==> config.mk <==
export PLATFORM = sky130hd
export DESIGN_NAME = pc_fetch_unit
export DESIGN_NICKNAME = d
export VERILOG_FILES = /design/src/rtl/pc_fetch_unit.sv
export SDC_FILE = /design/constraint.sdc
export NUM_CORES = 1
export LEC_CHECK = 0
export BUFFER_PORTS_ARGS = -buffer_cell sky130_fd_sc_hd__buf_2
export CELL_PAD_IN_SITES_DETAIL_PLACEMENT = 0
export CELL_PAD_IN_SITES_GLOBAL_PLACEMENT = 2
export CORE_ASPECT_RATIO = 1.5
export CORE_MARGIN = 1.5
export CORE_UTILIZATION = 28
export CTS_BUF_LIST = sky130_fd_sc_hd__clkbuf_8
export DETAILED_ROUTE_END_ITERATION = 16
export PLACE_DENSITY = 0.78
export RECOVER_POWER = 50
export SYNTH_ARGS = -nofsm -noshare
export SYNTH_HDL_FRONTEND = slang
export SYNTH_SLANG_ARGS = --single-unit
==> constraint.sdc <==
create_clock -name i_clk -period 2.05 [get_ports i_clk]
set_clock_uncertainty 0.2 [all_clocks]
set_input_delay 0.205 -clock i_clk [delete_from_list [all_inputs] [get_ports i_clk]]
set_output_delay 0.205 -clock i_clk [all_outputs]
set_load 0.01 [all_outputs]
==> src/rtl/pc_fetch_unit.sv <==
// pc_fetch_unit: program counter and instruction-fetch stage.
// Fetches over req/ack and hands each word to decode over valid/ready.
module pc_fetch_unit #(
    parameter int unsigned          ADDR_W    = 8,
    parameter int unsigned          DATA_W    = 16,
    parameter logic [ADDR_W-1:0]    RESET_PC  = '0,
    parameter logic [ADDR_W-1:0]    INC       = ADDR_W'(1),
    parameter logic [DATA_W-1:0]    HALT_INST = '1
) (
    input  logic              i_clk,
    input  logic              i_rst_n,
    input  logic              i_run,
    output logic              o_imem_req,
    output logic [ADDR_W-1:0] o_imem_addr,
    input  logic              i_imem_ack,
    input  logic [DATA_W-1:0] i_imem_data,
    output logic              o_inst_valid,
    output logic [DATA_W-1:0] o_inst,
    input  logic              i_inst_ready,
    input  logic              i_br_take,
    input  logic [ADDR_W-1:0] i_br_target,
    output logic [ADDR_W-1:0] o_pc,
    output logic              o_halted
);

    typedef enum logic [1:0] {
        IDLE,
        FETCH,
        HOLD,
        HALTED
    } state_e;

    state_e            state_q, state_d;
    logic [ADDR_W-1:0] pc_q, pc_d;
    logic [DATA_W-1:0] inst_q, inst_d;
    logic              valid_q, valid_d;

    always_ff @(posedge i_clk or negedge i_rst_n) begin
        if (!i_rst_n) begin
            state_q <= IDLE;
            pc_q    <= RESET_PC;
            inst_q  <= '0;
            valid_q <= 1'b0;
        end else begin
            state_q <= state_d;
            pc_q    <= pc_d;
            inst_q  <= inst_d;
            valid_q <= valid_d;
        end
    end

    always_comb begin
        state_d = state_q;
        pc_d    = pc_q;
        inst_d  = inst_q;
        valid_d = valid_q;
        unique case (state_q)
            IDLE: begin
                if (i_run) state_d = FETCH;
            end
            FETCH: begin
                if (i_imem_ack) begin
                    inst_d  = i_imem_data;
                    valid_d = 1'b1;
                    state_d = HOLD;
                end
            end
            HOLD: begin
                if (valid_q && i_inst_ready) begin
                    valid_d = 1'b0;
                    // A halt word freezes the PC; branch inputs are irrelevant
                    if (inst_q == HALT_INST) begin
                        state_d = HALTED;
                    end else begin
                        pc_d    = i_br_take ? i_br_target : pc_q + INC;
                        state_d = FETCH;
                    end
                end
            end
            HALTED: begin
                state_d = HALTED;
            end
            default: begin
                state_d = IDLE;
            end
        endcase
    end

    assign o_imem_req   = (state_q == FETCH);
    assign o_imem_addr  = pc_q;
    assign o_pc         = pc_q;
    assign o_inst_valid = valid_q;
    assign o_inst       = inst_q;
    assign o_halted     = (state_q == HALTED);

endmodule

* Yosys cells after proc, flatten, opt, wreduce, memory -nomap -nowiden
Index checks and enable logic that the tools add are counted.
Storage, ports and cells: register bits after elaboration 27, output and inout port bits 35
Operators by class: add/subtract/negate cells 1, eq/ne operators 7, mux-type cells 9, bitwise logic cells 1, reduce and logical (&&, ||, !) cells 7
Operator list (count):
- $eq 16x16->1 const B | 1
- $reduce_and 3->1 | 3
- $add 8x1->8 const B | 1
- $mux 2 | 4
- $mux 8 | 1
- $pmux 2 s4 | 1
- $eq 2x2->1 const B | 2
- $ne 2x2->1 const B | 2
- $eq 2x1->1 const B | 1
- $logic_not 2->1 | 1
- $mux 1 | 2
- $ne 2x1->1 const B | 1
- $pmux 1 s2 | 1
- $reduce_and 2->1 | 1
- $reduce_bool 2->1 | 1
- $logic_and 1x1->1 | 1
- $not 1->1 | 1

* Depth between registers and ports, before layout
depth in word-level cells 4, mapped depth 5, mapped depth without buffers 5

* Worst setup path before layout
OpenSTA, ideal clock, no wires.
kind register to register, start register inst_q[0], in the netlist o_inst[0], end register pc_q[7], in the netlist o_imem_addr[7], data arrival time 1.354 ns, data required time 1.726 ns, setup slack 0.372 ns, cell stages (with the launch flop) 6, buffers on the path 1, cell sequence dfrtp_1 > nand4_1 > nor4_4 > buf_6 > nor3_2 > a211o_2
On the way: cells in the longest elaborated chain, start to end 3
Ends and longest elaborated chain:
- start, declared | line 35 | logic [DATA_W-1:0] inst_q, inst_d;
- start signal, assigned | line 47 | inst_q <= inst_d;
- $eq 16x16->1 | line 72 | if (inst_q == HALT_INST) begin
- $not 1->1 (no line)
- $reduce_and 3->1 (no line)
- end signal, assigned | line 46 | pc_q <= pc_d;
- end, declared | line 34 | logic [ADDR_W-1:0] pc_q, pc_d;
Every way passes these cells. A chain may end at the register's enable or synchronous reset.

* Worst setup path after layout
start register inst_q[14], in the netlist o_inst[14], end register pc_q[6], in the netlist o_imem_addr[6]
Same word-level chain as after synthesis.

==> out/qor.csv <==
metric;value;unit
Clock Latency Late Sink;0.27;ns
HP Class;in2reg;
fin area;1900;um2
WL/cell;12.9;um
via count;1217;
synthesized net count;154;
Mean Syn Cell Area;11.1;um2
CP Data Required Time;1.99;ns
CP Max Fanout;7;
# Post-CTS Setup Buffers;0;
status;finished, final reports clean;
r2r endpoint;o_imem_addr[6];
FFs w/ async S/R, synth;1.00;
post-synthesis cell type count;36;
Layout Nets;231;
P per Cell Area;1060;nW/um2
Final Wtd Congestion;0.749;
Final Hold Viols;0;
initial antenna violation count;0;
post-synthesis sequential area ratio;0.495;
n_diodes;0;
MaxCap Viol Count;0;
I/O Buffers;64;
post-synthesis register bit count;27;
Final WS setup;0.262;ns
top-area cell type share of the netlist area;0.495;
final WL;3.39;mm
CTS HTree Levels;1;
relative slew slack;0.551;
area occupied by multi-input gates;583;um2
fin crit period;1.79;ns
Initial DRT Pass Iterations;3;
RSZ-0062 raised after global routing;no;
Root Buffer;clkbuf_8;
CTS tree;built;
Util after Layout;0.412;
period utilization;0.872;
Sum Neg Setup Slack;0;ns
crit path DAT;1.72;ns
largest net degree at the start of global routing;28;
CTS Sinks;27;
origin of the worst setup path;o_inst[14];
Worst Reg2Reg Path Length in Cells;4;
Area growth syn-to-layout;39.4;%
Cells after Synth;123;
Global Route Usage Sum;0.133;
Primary FF master, synth;dfrtp_1;
top post-synthesis cells by area;dfrtp_1 (50%), mux2_2 (13%), buf_4 (5.0%);
Filler cells;498;
die area;5310;um2
number of remaining DRC errors;0;
number of synthesized flops with an enable pin;0;
Worst Setup EP;o_imem_addr[6];
Final Max Tran Viols;0;
clock buffer depth;2;
FF/Latch Area;676;um2
Synth warnings;0;
I/O Pins;65;
Initial DRC Count;53;
FF-to-FF Start;o_inst[14];
R2R Setup Slk;0.26;ns
Die X;60.0;um
first-pass GRT wire length;5.54;mm
PostCTS Resize Cnt;0;
Top Metal Used;met4;
Detail Route Antenna Nets;0;
vias in the first global route;1251;
Core ar.;4620;um2
post-synth top area cell;dfrtp_1;
Initial Utilization;0.295;
layout cell share with drive strength beyond 1;0.377;
Synth Cell Area;1360;um2
Routed met3 length;221;um
DP Area;1700;um2
Fmax;0.559;GHz
P_leak;0.872;nW
met1 WL;1.48;mm
Die Y;88.5;um
Fin Hold WS;0.0254;ns
Setup Crit Path Kind;reg2reg;
Reg clk slew, reported paths;0.09;ns
met2 wire len;1.67;mm
number of vias per cell;4.63;
crit path launch type;flip-flop;
Least-Margin Pin Slew;0.674;ns
crit path capture type;flip-flop;
# setup viols final;0;
TritonCTS Buffers;3;
Congestion Overflow GR;0;
# hold bufs at CTS;18;
maximum VDD drop;0.560;mV
Std-Cell Rows;30;
pre-CTS WS;0.216;ns
Post-DP HPWL;2.55;mm
worst min path at each step:
stage                     cells after the start  slack (ns)           start        endpoint
after floorplan                               0       -0.29         i_rst_n  o_imem_addr[0]
after detailed placement                      1        0.06         i_rst_n  o_imem_addr[6]
after CTS                                     3        0.02  i_br_target[3]  o_imem_addr[3]
after global routing                          3        0.02  i_br_target[4]  o_imem_addr[4]
after global placement                        1        0.06         i_rst_n  o_imem_addr[3]
final                                         3        0.03  i_br_target[5]  o_imem_addr[5]
registers in the layout, summed over array words and instances, names as in the netlist:
signal / flops
state_q: 2
o_inst_valid: 1
o_inst: 16
o_imem_addr: 8
cells by family after synthesis:
group / count (synthesis) / synth area share
AND/OR/NAND/NOR: 33 / 0.149
AO/OA/AOI/OAI: 29 / 0.130
flip-flops: 27 / 0.495
multiplexers: 17 / 0.139
buffers and inverters: 16 / 0.0771
adder cells (fa/ha/maj): 1 / 0.00917
critical path, cell delays in order, from the launching register on:
cell     delay [ns]
dfrtp_1        0.38
nand4_1        0.18
nor4_4         0.46
or2_1          0.31
o22ai_1        0.13
through the flow:
stage / cells / power [mW]
after floorplan: 123 / 1.44
after global placement: 241 / 1.74
after detailed placement: 241 / 1.76
after CTS: 263 / 2.09
after global routing: 263 / 2.18
final: 263 / 2.02
routing by layer:
metal / vias to the layer above / GRT usage
met3: 2 / 0.0336
met5: - / 0
met4: 0 / 0.0182
met2: 56 / 0.245
li1: 595 / -
met1: 564 / 0.157
placed cells by master, fill, tap and decap left out, types with 5 or more instances in the layout:
| master | synthesis | routed |
|---|---|---|
| buf_2 | 3 | 46 |
| nor2_1 | 5 | 5 |
| dlygate4sd3_1 | 0 | 18 |
| mux2_2 | 16 | 16 |
| o21ai_0 | 11 | 11 |
| a21oi_1 | 6 | 6 |
| dfrtp_1 | 27 | 27 |
| clkbuf_1 | 1 | 17 |
| nand2_1 | 6 | 6 |
cells in the mapped netlist, types with 2 or more instances:
library cell	instances
nand3_1	4
mux2_2	16
nor2_1	5
nand4_1	4
inv_1	2
nand2_1	6
buf_2	3
a31oi_1	2
o21ai_0	11
buf_4	9
dfrtp_1	27
a21oi_1	6
nor3_1	3
o31ai_1	3
final cells by class:
| type | count | area share |
|---|---|---|
| well taps | 64 | 0.0421 |
| repair buffers | 86 | 0.268 |
| flip-flops and latches | 27 | 0.355 |
| multi-input cells | 80 | 0.307 |
| inverters | 2 | 0.00395 |
| clock buffers | 3 | 0.0217 |
| clock inverters | 1 | 0.00197 |
power by group:
group / internal [mW] / total [mW] / leakage (nW) / switching (mW)
clock: 0.134 / 0.293 / 0.0269 / 0.159
combinational: 0.362 / 0.746 / 0.521 / 0.384
sequential: 0.754 / 0.976 / 0.325 / 0.221
total: 1.25 / 2.02 / 0.872 / 0.764
No activity file was read; power rests on OpenSTA's default activity.
